`src/rtl/pc_sequencer_pkg.sv`:
```
// Shared types and constants for the program-counter sequencer:
// FSM states, jump condition codes and flag bit positions.
package pc_sequencer_pkg;

   localparam int unsigned COND_W = 3;
   localparam int unsigned FLAG_W = 4;

   typedef enum logic [2:0] {
      ST_FETCH  = 3'd0,
      ST_DECODE = 3'd1,
      ST_EXEC   = 3'd2,
      ST_WB     = 3'd3,
      ST_HALT   = 3'd4
   } state_t;

   localparam logic [COND_W-1:0] COND_Z      = 3'b000;
   localparam logic [COND_W-1:0] COND_LT     = 3'b001;
   localparam logic [COND_W-1:0] COND_LE     = 3'b010;
   localparam logic [COND_W-1:0] COND_NZ     = 3'b011;
   localparam logic [COND_W-1:0] COND_C      = 3'b100;
   localparam logic [COND_W-1:0] COND_NC     = 3'b101;
   localparam logic [COND_W-1:0] COND_ALWAYS = 3'b110;
   localparam logic [COND_W-1:0] COND_NEVER  = 3'b111;

   localparam int unsigned FLAG_S = 3;
   localparam int unsigned FLAG_Z = 2;
   localparam int unsigned FLAG_C = 1;
   localparam int unsigned FLAG_V = 0;

endpackage

```
`src/rtl/pc_sequencer_cond_eval.sv`:
```
// Combinational jump-condition evaluator over the {S,Z,C,V} flag register.
module cond_eval
   import pc_sequencer_pkg::*;
(
   input  logic [COND_W-1:0] cond,
   input  logic [FLAG_W-1:0] flags,
   input  logic              enable,
   output logic              take
);

   logic lt;
   logic hit;

   always_comb begin
      lt  = flags[FLAG_S] ^ flags[FLAG_V];
      hit = 1'b0;
      case (cond)
         COND_Z:      hit = flags[FLAG_Z];
         COND_LT:     hit = lt;
         COND_LE:     hit = flags[FLAG_Z] | lt;
         COND_NZ:     hit = ~flags[FLAG_Z];
         COND_C:      hit = flags[FLAG_C];
         COND_NC:     hit = ~flags[FLAG_C];
         COND_ALWAYS: hit = 1'b1;
         COND_NEVER:  hit = 1'b0;
         default:     hit = 1'b0;
      endcase
      take = enable & hit;
   end

endmodule

```
`src/rtl/pc_sequencer.sv`:
```
// Multi-cycle instruction sequencer: FETCH/DECODE/EXEC/WB with a sticky HALT,
// flag register and conditional jumps resolved in write-back.
module pc_sequencer
   import pc_sequencer_pkg::*;
#(
   parameter int unsigned PC_W = 16
) (
   input  logic              clk,
   input  logic              rst,
   input  logic              instr_valid,
   input  logic              halt_req,
   input  logic              flag_we,
   input  logic [FLAG_W-1:0] flag_in,
   input  logic              jump_req,
   input  logic [COND_W-1:0] jump_cond,
   input  logic [PC_W-1:0]   jump_target,
   output logic [PC_W-1:0]   pc,
   output logic              fetch_req,
   output logic              ir_load,
   output logic              exec_en,
   output logic              wb_en,
   output logic [FLAG_W-1:0] flags,
   output logic              taken,
   output logic              halted
);

   state_t            state;
   state_t            state_nxt;
   logic [PC_W-1:0]   pc_nxt;
   logic [FLAG_W-1:0] flags_nxt;
   logic              jump_take;

   // Jumps only resolve in WB, against the flags already registered at the end of EXEC.
   cond_eval u_cond_eval (
      .cond   (jump_cond),
      .flags  (flags),
      .enable (jump_req && (state == ST_WB)),
      .take   (jump_take)
   );

   always_ff @(posedge clk or posedge rst) begin
      if (rst) begin
         state <= ST_FETCH;
         pc    <= '0;
         flags <= '0;
      end else begin
         state <= state_nxt;
         pc    <= pc_nxt;
         flags <= flags_nxt;
      end
   end

   always_comb begin
      state_nxt = state;
      pc_nxt    = pc;
      flags_nxt = flags;
      fetch_req = 1'b0;
      ir_load   = 1'b0;
      exec_en   = 1'b0;
      wb_en     = 1'b0;
      taken     = 1'b0;
      halted    = 1'b0;
      case (state)
         ST_FETCH: begin
            fetch_req = 1'b1;
            ir_load   = instr_valid;
            if (instr_valid) state_nxt = ST_DECODE;
         end
         ST_DECODE: begin
            state_nxt = halt_req ? ST_HALT : ST_EXEC;
         end
         ST_EXEC: begin
            exec_en = 1'b1;
            if (flag_we) flags_nxt = flag_in;
            state_nxt = ST_WB;
         end
         ST_WB: begin
            wb_en     = 1'b1;
            taken     = jump_take;
            pc_nxt    = jump_take ? jump_target : pc + PC_W'(1);
            state_nxt = ST_FETCH;
         end
         ST_HALT: begin
            halted = 1'b1;
         end
         default: state_nxt = ST_FETCH;
      endcase
   end

endmodule

```
`config.mk`:
```
export PLATFORM = sky130hd
export DESIGN_NAME = pc_sequencer
export DESIGN_NICKNAME = d
export VERILOG_FILES = /design/src/rtl/pc_sequencer_pkg.sv /design/src/rtl/pc_sequencer_cond_eval.sv /design/src/rtl/pc_sequencer.sv
export SDC_FILE = /design/constraint.sdc
export NUM_CORES = 1
export LEC_CHECK = 0
export ABC_AREA = 1
export CORE_MARGIN = 5
export CORE_UTILIZATION = 40
export CTS_CLUSTER_SIZE = 40
export DETAILED_ROUTE_END_ITERATION = 8
export HOLD_SLACK_MARGIN = 0.06
export PLACE_DENSITY = 0.74
export SLEW_MARGIN = 10
export SYNTH_ARGS = -nofsm -noshare
export SYNTH_HDL_FRONTEND = slang
export SYNTH_SLANG_ARGS = --single-unit
export TNS_END_PERCENT = 1
```
`constraint.sdc`:
```
create_clock -name clk -period 1.3 [get_ports clk]
set_clock_uncertainty 0.1 [all_clocks]
set_input_delay 0.195 -clock clk [delete_from_list [all_inputs] [get_ports clk]]
set_output_delay 0.195 -clock clk [all_outputs]
set_load 0.03 [all_outputs]
```
==> metrics.md, run 1 <==
| Metric | Value |
|---|---|
| Status | `finished with violations` |
| Failing checks | `setup timing` |
| Residual DRC | `0` |
| Peak supply drop | `1.15 mV` |
| Vias/cell | `between 5 and 6` |
| First-pass GRT wire length | `7.58 mm` |
| Height of the die | `71.9 um` |
| PwrDens | `2170 nW/um^2` |
| # diodes | `0` |
| Crit path max fanout | `3` |
| Dominant cells by area after synthesis | `dfrtp_1 (38%), nand2_1 (15%), nand3_1 (11%)` |
| WP data required | `1.00 ns` |
| Initial Util | `0.416` |
| Share of cells above drive strength 1 | `0.348` |
| HPWL Detailed | `3.55 mm` |
| Yosys reg bits | `23` |
| Synthesized cell area | `1530 um^2` |
| Yosys warning total | `0` |
| Antenna-violating nets left | `0` |
| Area delta synth->final | `71.2%` |
| Share of the synthesized area in the top cell type | `0.376` |
| TritonCTS buffer count | `3` |
| Final Max Slew Viols | `0` |
| Top-count cell post-synth | `nand2_1` |
| Clock buffer depth | `2` |
| Setup ws final | `-0.313 ns` |
| Critical path capture point type | `output pin` |
| Die X | `71.9 um` |
| Max-cap violations | `0` |
| Drt total wl | `4.79 mm` |
| Largest net degree at the start of global routing | `24` |
| Most instantiated cells after synthesis | `nand2_1 (62), nand3_1 (34), nor2_1 (26), dfrtp_1 (23), inv_1 (23)` |
| Fraction of the yosys area taken by sequential cells | `0.376` |
| Leakage | `1.33 nW` |
| Hold Path Class | `primary input to asynchronous set/reset pin` |
| Worst setup SP type | `register` |
| Ys flop type | `dfrtp_1` |
| Post-synth EDFFs | `0` |
| Worst Max-Slew Pin Slew | `0.256 ns` |
| Drt pass-1 iters | `4` |
| Antenna violations before repair | `0` |
| Avg Inst Size Synth | `between 7 and 8 um^2` |
| Dpl ws | `-0.476 ns` |
| Syn Inst Count | `around 220` |
| Crit Path Category | `register to output pin` |
| Remaining Overflow, GRT | `0` |
| Vias | `1,808` |
| Initial DRC Count | `105` |
| RSZ-0062 raised after global routing | `true` |
| Max Freq | `620 MHz` |
| Hold Vio Cnt, Final | `0` |
| Insertion delay to the later sink of the worst-skew pair | `about 0.27 ns` |
| RePlAce Congestion | `0.873` |
| Final setup fails | `27` |
| Pwr Total | `0.00568 W` |
| Top-level I/O count | `55` |
| Fill count | `302` |
| Part of the cycle the worst path needs | `1.24` |
| Reg clk slew, reported paths | `0.09 ns` |
| Core Rows | `22` |
| GRT Total Usage | `0.184` |
| Arrival time at the worst endpoint | `approximately 1.3 ns` |
| Nets | `344` |
| Vias in the first global route | `1,682` |
| Die ar. | `5170 um^2` |
| Area leader, netlist | `dfrtp_1` |
| Async set-reset flop share out of synthesis | `1.00` |
| Relative slew slack | `0.829` |
| Syn nets | `247` |
| CTS Sinks | `23` |
| Yosys cell types | `31` |
| Minimum clock period | `1.61 ns` |
| PortBufs | `54` |
| Wire per inst | `between 10 and 15 um` |
| CTS tree | `built` |
| H-tree depth | `1` |
| Clock Tree Root | `clkbuf_8` |
| Core ar. | `3690 um^2` |
## cells in the final DEF (no fill, tap or decap), types with 3 or more instances in the layout
cell and n:
nand2_2 5, clkbuf_8 3, buf_4 38, buf_6 28
nand4_1 4, nor2_4 4, clkdlybuf4s50_1 25, nor2_2 7
nand3_2 3, nor2_1 19, dfrtp_1 21, nand2_1 59
xor2_1 5, inv_2 5, inv_1 19, nand3_1 33
mux2_2 4
## final cells by class
cell class	instances	area (um^2)	area share
clock buffers	4	45.0	0.0172
flip-flops and latches	23	578	0.220
well taps	48	60.1	0.0229
repair buffers	96	921	0.351
multi-input cells	165	921	0.351
inverters	25	98.8	0.0377
## critical path: stages, from the launching register on
cell and delay (ns):
dfrtp_1 0.40, buf_6 0.14, nor2_4 0.09, inv_2 0.07, nor2_4 0.11, buf_4 0.12
buf_6 0.12
## final timing paths
path	start	end	slack, ns	depth (start not counted)
min in group clk	jump_target[6]	pc[6]$_DFFE_PP0N_	0.37	3
max	state[0]$_DFFE_PP0P_	exec_en	-0.31	6
max reg2reg	flags[3]$_DFFE_PP0P_	pc[5]$_DFFE_PP0N_	-0.20	10
min reg2reg	pc[15]$_DFFE_PP0N_	pc[15]$_DFFE_PP0N_	0.47	2
min	rst	pc[6]$_DFFE_PP0N_	0.14	3
max in group asynchronous	rst	pc[0]$_DFFE_PP0N_	0.81	3
## per-stage QoR
stage          setup TNS [ns]  instances  instance area [um^2]   util  hold slack, ns
6_report                -4.34        361                  2620  0.711           0.140
5_1_grt                 -6.20        361                  2620  0.711           0.172
3_5_place_dp            -8.26        354                  2370  0.641           0.440
2_1_floorplan           -3.76        217                  1540      -          0.0968
4_1_cts                 -4.52        360                  2530  0.686           0.145
3_3_place_gp            -7.67        354                  2370  0.641           0.422
## kinds of logic (layout without fill, tap and decap cells)
family,Yosys count,count (layout),share of synthesized area
buffers and inverters,29,125,0.0792
AOI/OAI and AO/OA,11,11,0.0441
muxes,4,4,0.0294
and+or+nand+nor,143,143,0.429
xor gates and xnor gates,6,6,0.0343
DFF,23,23,0.376
adders and majority gates,1,1,0.00816
## power by group
part / switching [W] / total, W / internal (W)
combinational: 0.00207 / 0.00386 / 0.00179
clock: 0.000246 / 0.000466 / 0.000219
sequential: 0.000334 / 0.00136 / 0.00102
total: 0.00265 / 0.00568 / 0.00303
## registers in the layout (all words and copies together), names as in the netlist
signal,count
pc,16
state,3
flags,4
## metal layers
metal	wire, um	vias to the layer above	global-route usage
li1	-	894	-
met5	0	-	0
met3	263	6	0.0235
met1	1970	845	0.234
met2	2500	63	0.326
met4	65	0	0.0543
## repair_timing
item | CTS | global route
hold buffers | 0 | 0
gates resized for setup | 33 | 25
cloned | 0 | 0
buffers inserted | 2 | 1
pin swaps | 2 | 2
setup endpoints to repair | 32 | 38
Note: power is estimated with default switching activity, not from simulation.
==> run 2: changes to the inputs <==
CORE_UTILIZATION = 41   (was 40)
MAX_ROUTING_LAYER = met4   (was not set)
SYNTH_HIERARCHICAL = 1   (was not set)
==> run 2 against run 1 <==
Net effect:
- the run still ends with setup timing left
- sequential share of layout area fell by 1.0 points
- critical path depth rose by 3
- sequential power is 4% higher
- sequential cell count did not move
- power rose by 6.9%
- cell area rose by 6.1%
- critical endpoint is now taken
- largest cell class is now buffers
- largest power group unchanged
==> metrics.md, run 2 <==
| Metric | Value |
|---|---|
| Crit path buffers/inverters | `3 (was 4)` |
| Arrival time at the worst endpoint | `1.37 ns (was 1.32 ns)` |
| RePlAce Congestion | `0.793 (was 0.873)` |
| Wire per inst | `12.1 um (was 13.3 um)` |
| CP max-delay cell | `dfrtp_2 (was dfrtp_1)` |
| Crit Path Category | `register to output pin (unchanged)` |
| PortBufs | `54 (unchanged)` |
| Reg clk slew, reported paths | `0.08 ns (was 0.09 ns)` |
| Worst setup SP type | `register (unchanged)` |
| Crit path max-delay family | `simple AND/OR/NAND/NOR gates (was buffers and inverters)` |
| Setup ws final | `-0.367 ns (was -0.313 ns)` |
| Fill count | `295 (was 302)` |
| Async set-reset flop share out of synthesis | `1.00 (unchanged)` |
| Remaining Overflow, GRT | `0 (unchanged)` |
| Avg Inst Size Synth | `6.63 um^2 (was 7.06 um^2)` |
| Vias/cell | `4.80 (was 5.01)` |
| Leakage | `1.42 nW (was 1.33 nW)` |
| Cells after DPL | `378 (was 354)` |
| Hold Path Class | `primary input to asynchronous set/reset pin (unchanged)` |
| GRT Total Usage | `0.191 (was 0.184)` |
| Most common cell after layout, fill and taps aside | `nand2_1 (unchanged)` |
| Yosys reg bits | `23 (unchanged)` |
| Minimum clock period | `1.67 ns (was 1.61 ns)` |
| Syn nets | `275 (was 247)` |
| First-pass GRT wire length | `7.97 mm (was 7.58 mm)` |
| Most instantiated cells after synthesis | `nand2_1 (65), inv_1 (42), nor2_1 (32), dfrtp_1 (23), nand3_1 (17) (was nand2_1 (62), nand3_1 (34), nor2_1 (26), dfrtp_1 (23), inv_1 (23))` |
| Drt pass-1 iters | `4 (unchanged)` |
| Final setup fails | `28 (was 27)` |
| Largest net degree at the start of global routing | `24 (unchanged)` |
| Most flops, register | `pc (unchanged)` |
| # diodes | `0 (unchanged)` |
| Yosys cell types | `24 (was 31)` |
| CTS tree | `built (unchanged)` |
| Biggest regs | `pc: 16 flops, flags: 4 flops, state: 3 flops (unchanged)` |
| HPWL Detailed | `3.39 mm (was 3.55 mm)` |
| Part of the cycle the worst path needs | `1.28 (was 1.24)` |
| Ys flop type | `dfrtp_1 (unchanged)` |
| Insertion delay to the later sink of the worst-skew pair | `0.27 ns (about the same)` |
| H-tree depth | `1 (unchanged)` |
| Top-level I/O count | `55 (unchanged)` |
| Synthesized cell area | `1630 um^2 (was 1530 um^2)` |
| Max-cap violations | `0 (unchanged)` |
| Die ar. | `5320 um^2 (was 5170 um^2)` |
| Vias | `1,858 (was 1,808)` |
| Pwr Total | `0.00608 W (was 0.00568 W)` |
| Status | `finished with violations (unchanged)` |
| Syn Inst Count | `245 (was 217)` |
| Core ar. | `3740 um^2 (was 3690 um^2)` |
| Initial DRC Count | `57 (was 105)` |
| Share of cells above drive strength 1 | `0.389 (was 0.348)` |
| Antenna-violating nets left | `0 (unchanged)` |
| Commonest cells after routing, fill and taps aside | `nand2_1 (59), inv_1 (36), buf_6 (33), buf_4 (31), clkdlybuf4s50_1 (25) (was nand2_1 (59), buf_4 (38), nand3_1 (33), buf_6 (28), clkdlybuf4s50_1 (25))` |
| Drt total wl | `4.67 mm (was 4.79 mm)` |
| Setup crit start | `flags[1]$_DFFE_PP0P_ (was state[0]$_DFFE_PP0P_)` |
| Vias in the first global route | `1,900 (was 1,682)` |
| Hold Vio Cnt, Final | `0 (unchanged)` |
| Failing checks | `setup timing (unchanged)` |
| WHS | `0.142 ns (was 0.140 ns)` |
| Core Rows | `22 (unchanged)` |
| RSZ-0062 raised after global routing | `true (unchanged)` |
| Top-count cell post-synth | `nand2_1 (unchanged)` |
| Max reg flops | `16 (unchanged)` |
| Yosys warning total | `6 (was 0)` |
| Dominant cells by area after synthesis | `dfrtp_1 (35%), nand2_1 (15%), inv_1 (9.7%) (was dfrtp_1 (38%), nand2_1 (15%), nand3_1 (11%))` |
| Initial Util | `0.434 (was 0.416)` |
| Crit path max fanout | `3 (unchanged)` |
| Layout Cells excl Fill | `387 (was 361)` |
| Relative slew slack | `0.851 (was 0.829)` |
| Worst Max-Slew Pin Slew | `0.224 ns (was 0.256 ns)` |
| Antenna violations before repair | `0 (unchanged)` |
| Crit-path max cell delay | `0.42 ns (was 0.40 ns)` |
| Share of the synthesized area in the top cell type | `0.354 (was 0.376)` |
| Die X | `73.0 um (was 71.9 um)` |
| Cells along the critical path | `nor2_1 -> nand2_1 -> nand3_2 -> nand3_2 -> nand2_2 -> inv_2 -> nand2_2 -> inv_2 -> buf_6 (was buf_6 -> nor2_4 -> inv_2 -> nor2_4 -> buf_4 -> buf_6)` |
| WP data required | `1.00 ns (about the same)` |
| Clock buffer depth | `2 (unchanged)` |
| PwrDens | `2180 nW/um^2 (was 2170 nW/um^2)` |
| Area leader, netlist | `dfrtp_1 (unchanged)` |
| Post-synth EDFFs | `0 (unchanged)` |
| Final Max Slew Viols | `0 (unchanged)` |
| Clock Tree Root | `clkbuf_8 (unchanged)` |
| TritonCTS buffer count | `3 (unchanged)` |
| Peak supply drop | `1.44 mV (was 1.15 mV)` |
| CTS Sinks | `23 (unchanged)` |
| Max Freq | `600 MHz (was 620 MHz)` |
| Residual DRC | `0 (unchanged)` |
| Critical path capture point type | `output pin (unchanged)` |
| R2R Path Start | `flags[1]$_DFFE_PP0P_ (was flags[3]$_DFFE_PP0P_)` |
| Nets | `370 (was 344)` |
| Fraction of the yosys area taken by sequential cells | `0.354 (was 0.376)` |
| Area delta synth->final | `71.2% (about the same)` |
| Height of the die | `73.0 um (was 71.9 um)` |
-- run 2: changes by cell type after synthesis, moves of 5 or more --
cell and delta:
inv_1 +19, o211ai_1 +6, nand3_1 -17, a21oi_1 +7
xor2_1 -5, o21ai_1 +7, nor2_1 +6
-- run 2: cell families after synthesis --
kind of cell	count (synthesis)	share of synthesized area
and+or+nand+nor	132	0.361
buffers and inverters	53	0.129
AOI/OAI and AO/OA	32	0.112
DFF	23	0.354
muxes	4	0.0370
adders and majority gates	1	0.00770
-- run 2: layout make-up --
class	count	area, um^2	area share
repair buffers	96	960	0.345
multi-input cells	169	952	0.342
flip-flops and latches	23	584	0.210
inverters	47	181	0.0652
well taps	48	60.1	0.0216
clock buffers	4	45.0	0.0162
-- run 2: worst paths after layout --
| kind | end | cells after the start | slack (ns) |
|---|---|---|---|
| setup / recovery | taken | 9 | -0.37 |
| max in group asynchronous | flags[1]$_DFFE_PP0P_ | 3 | 0.80 |
| hold / removal | pc[5]$_DFFE_PP0P_ | 3 | 0.14 |
| hold reg to reg | pc[15]$_DFFE_PP0P_ | 2 | 0.48 |
| min in group clk | pc[1]$_DFFE_PP0P_ | 3 | 0.39 |
| setup reg to reg | pc[2]$_DFFE_PP0P_ | 12 | -0.35 |
-- run 2: repair_timing --
action,in CTS,in global routing
setup endpoints to repair,29,42
hold buffers,0,0
gates resized for setup,31,44
setup buffers,5,0
pin swaps,12,13
-- run 2: metrics by stage --
stage,cell area (um^2),setup TNS (ns),setup WS (ns),utilization
final,2780,-6.87,-0.367,0.743
after global routing,2780,-9.40,-0.459,0.743
after CTS,2640,-6.77,-0.354,0.705
after detailed placement,2460,-8.98,-0.527,0.658
after global placement,2460,-8.40,-0.487,0.658
after floorplan,1660,-4.14,-0.244,-
-- run 2: power by group --
part | total [W] | internal [W] | switching, W
clock network | 0.000455 | 0.000219 | 0.000236
logic | 0.00421 | 0.00202 | 0.00219
registers | 0.00141 | 0.00107 | 0.000344
-- run 2: layer usage --
| layer | part of all wire | GRT usage |
|---|---|---|
| met4 | 0.010 | 0.0389 |
| met1 | 0.40 | 0.210 |
| met3 | 0.060 | 0.0468 |
| met5 | 0 | - |
| met2 | 0.53 | 0.348 |
-- run 2: tightest hold or removal path, stage by stage --
cell	delay [ns]
clkdlybuf4s50_1	0.39
inv_1	0.09
buf_12	0.18
==> run 3: changes to the inputs <==
CTS_BUF_LIST = sky130_fd_sc_hd__clkbuf_8 sky130_fd_sc_hd__clkbuf_16   (was not set)
CTS_CLUSTER_DIAMETER = 80   (was not set)
==> run 3 against run 2 <==
Net effect:
- the flow still finishes with violations (setup timing)
- largest cell class unchanged
- critical endpoint unchanged
- sequential share of layout area unchanged
- first-iteration DRC count up 1.8%
- clock-buffer cell count down 1
- sequential power about the same
- combinational power about the same
- sequential cell count unchanged
==> metrics.md, run 3 (synthesized netlist as in run 2, its figures left out) <==
| Metric | Value |
|---|---|
| Failing checks | `setup timing (unchanged)` |
| Clock buffer depth | `2 (unchanged)` |
| Reg clk slew, reported paths | `0.09 ns (was 0.08 ns)` |
| Most flops, register | `pc (unchanged)` |
| Remaining Overflow, GRT | `0 (unchanged)` |
| Nets | `370 (unchanged)` |
| Critical path capture point type | `output pin (unchanged)` |
| Leakage | `1.42 nW (about the same)` |
| PwrDens | `2180 nW/um^2 (about the same)` |
| Most common cell after layout, fill and taps aside | `nand2_1 (unchanged)` |
| PortBufs | `54 (unchanged)` |
| Commonest cells after routing, fill and taps aside | `nand2_1 (59), inv_1 (37), buf_6 (33), buf_4 (31), clkdlybuf4s50_1 (25) (was nand2_1 (59), inv_1 (36), buf_6 (33), buf_4 (31), clkdlybuf4s50_1 (25))` |
| HPWL Detailed | `3.39 mm (unchanged)` |
| Core ar. | `3740 um^2 (unchanged)` |
| CTS Sinks | `23 (unchanged)` |
| Hold Path Class | `primary input to asynchronous set/reset pin (unchanged)` |
| Arrival time at the worst endpoint | `1.37 ns (about the same)` |
| Top-level I/O count | `55 (unchanged)` |
| CTS tree | `built (unchanged)` |
| H-tree depth | `1 (unchanged)` |
| First-pass GRT wire length | `7.97 mm (unchanged)` |
| Worst-case reg-to-reg path depth | `12 (unchanged)` |
| Wire per inst | `12.1 um (unchanged)` |
| Area delta synth->final | `71.2% (unchanged)` |
| Die ar. | `5320 um^2 (unchanged)` |
| Core Rows | `22 (unchanged)` |
| Multi-input gate area | `952 um^2 (unchanged)` |
| Setup crit start | `flags[1]$_DFFE_PP0P_ (unchanged)` |
| Clock Tree Root | `clkbuf_8 (unchanged)` |
| Fill count | `295 (unchanged)` |
| Relative slew slack | `0.851 (about the same)` |
| Biggest regs | `pc: 16 flops, flags: 4 flops, state: 3 flops (unchanged)` |
| Vias | `1,852 (was 1,858)` |
| Drt pass-1 iters | `4 (unchanged)` |
| CP endpoint | `taken (unchanged)` |
| Crit Path Category | `register to output pin (unchanged)` |
| Storage cell area | `584 um^2 (unchanged)` |
| Setup slack, reg-to-reg | `-0.35 ns (about the same)` |
| Fin util | `0.743 (unchanged)` |
| WHS | `0.141 ns (was 0.142 ns)` |
| Die X | `73.0 um (unchanged)` |
| Peak supply drop | `1.44 mV (about the same)` |
| GRT Total Usage | `0.191 (unchanged)` |
| Worst setup SP type | `register (unchanged)` |
| Max Freq | `600 MHz (about the same)` |
| Final Max Slew Viols | `0 (unchanged)` |
| Antenna violations before repair | `0 (unchanged)` |
| Max-cap violations | `0 (unchanged)` |
| Worst Max-Slew Pin Slew | `0.224 ns (about the same)` |
| RSZ-0062 raised after global routing | `true (unchanged)` |
| Insertion delay to the later sink of the worst-skew pair | `0.27 ns (about the same)` |
| Vias/cell | `4.79 (was 4.80)` |
| Residual DRC | `0 (unchanged)` |
| Minimum clock period | `1.67 ns (about the same)` |
| Status | `finished with violations (unchanged)` |
| # diodes | `0 (unchanged)` |
| Height of the die | `73.0 um (unchanged)` |
| Reg2reg end | `pc[2]$_DFFE_PP0P_ (unchanged)` |
| Initial Util | `0.434 (unchanged)` |
| Antenna-violating nets left | `0 (unchanged)` |
| Vias in the first global route | `1,900 (unchanged)` |
| Largest net degree at the start of global routing | `24 (unchanged)` |
| Max reg flops | `16 (unchanged)` |
| Hold Vio Cnt, Final | `0 (unchanged)` |
| Share of cells above drive strength 1 | `0.389 (unchanged)` |
| Part of the cycle the worst path needs | `1.28 (about the same)` |
| Final setup fails | `28 (unchanged)` |
| Drt total wl | `4.67 mm (unchanged)` |
| R2R Path Start | `flags[1]$_DFFE_PP0P_ (unchanged)` |
| Setup ws final | `-0.367 ns (about the same)` |
| TritonCTS buffer count | `3 (unchanged)` |
| RePlAce Congestion | `0.793 (unchanged)` |
| Crit path max fanout | `3 (unchanged)` |
| Final TNS setup | `-6.86 ns (was -6.87 ns)` |
| WP data required | `1.00 ns (about the same)` |
| Initial DRC Count | `58 (was 57)` |
## run 3: what timing repair did
item | CTS | global route
gates resized for setup | 31 | 44
hold buffers | 0 | 0
setup endpoints to repair | 29 | 42
pin swaps | 12 | 13
setup buffers | 5 | 0
## run 3: power breakdown
group          internal [W]  switching (W)
Clock              0.000211       0.000238
Combinational       0.00202        0.00219
Sequential          0.00107       0.000343
## run 3: cell type report
class,instances,area share
Clock buffer,3,0.0148
Clock inverter,1,0.00135
Inverter,47,0.0652
Multi-Input combinational cell,169,0.342
Sequential cell,23,0.210
Tap cell,48,0.0216
Timing Repair Buffer,96,0.345
## run 3: worst min path at each step
stage	startpoint	end	slack, ns
after global routing	rst	flags[0]$_DFFE_PP0P_	0.16
final	rst	pc[5]$_DFFE_PP0P_	0.14
after floorplan	rst	pc[10]$_DFFE_PP0P_	0.1
after global placement	pc[15]$_DFFE_PP0P_	pc[15]$_DFFE_PP0P_	0.42
after detailed placement	pc[15]$_DFFE_PP0P_	pc[15]$_DFFE_PP0P_	0.42
after CTS	rst	pc[6]$_DFFE_PP0P_	0.14
## run 3: metrics by stage
stage	std cells	power (W)	cell area, um^2	setup slack, ns
2_1_floorplan	245	0.00338	1660	-0.244
3_3_place_gp	378	0.00491	2460	-0.487
3_5_place_dp	378	0.00497	2460	-0.527
4_1_cts	387	0.00576	2640	-0.354
5_1_grt	387	0.00653	2780	-0.459
6_report	387	0.00607	2780	-0.367
## run 3: metal layers
layer	global-route usage	share of wire
met3	0.0468	0.062
met1	0.210	0.40
met5	-	0
met2	0.348	0.53
met4	0.0389	0.010
## run 3: critical path, cell delays in order, from the launching register on
cell and delay [ns]:
dfrtp_2 0.42, nor2_1 0.10, nand2_1 0.07, nand3_2 0.08, nand3_2 0.07, nand2_2 0.07
inv_2 0.05, nand2_2 0.07, inv_2 0.04, buf_6 0.13
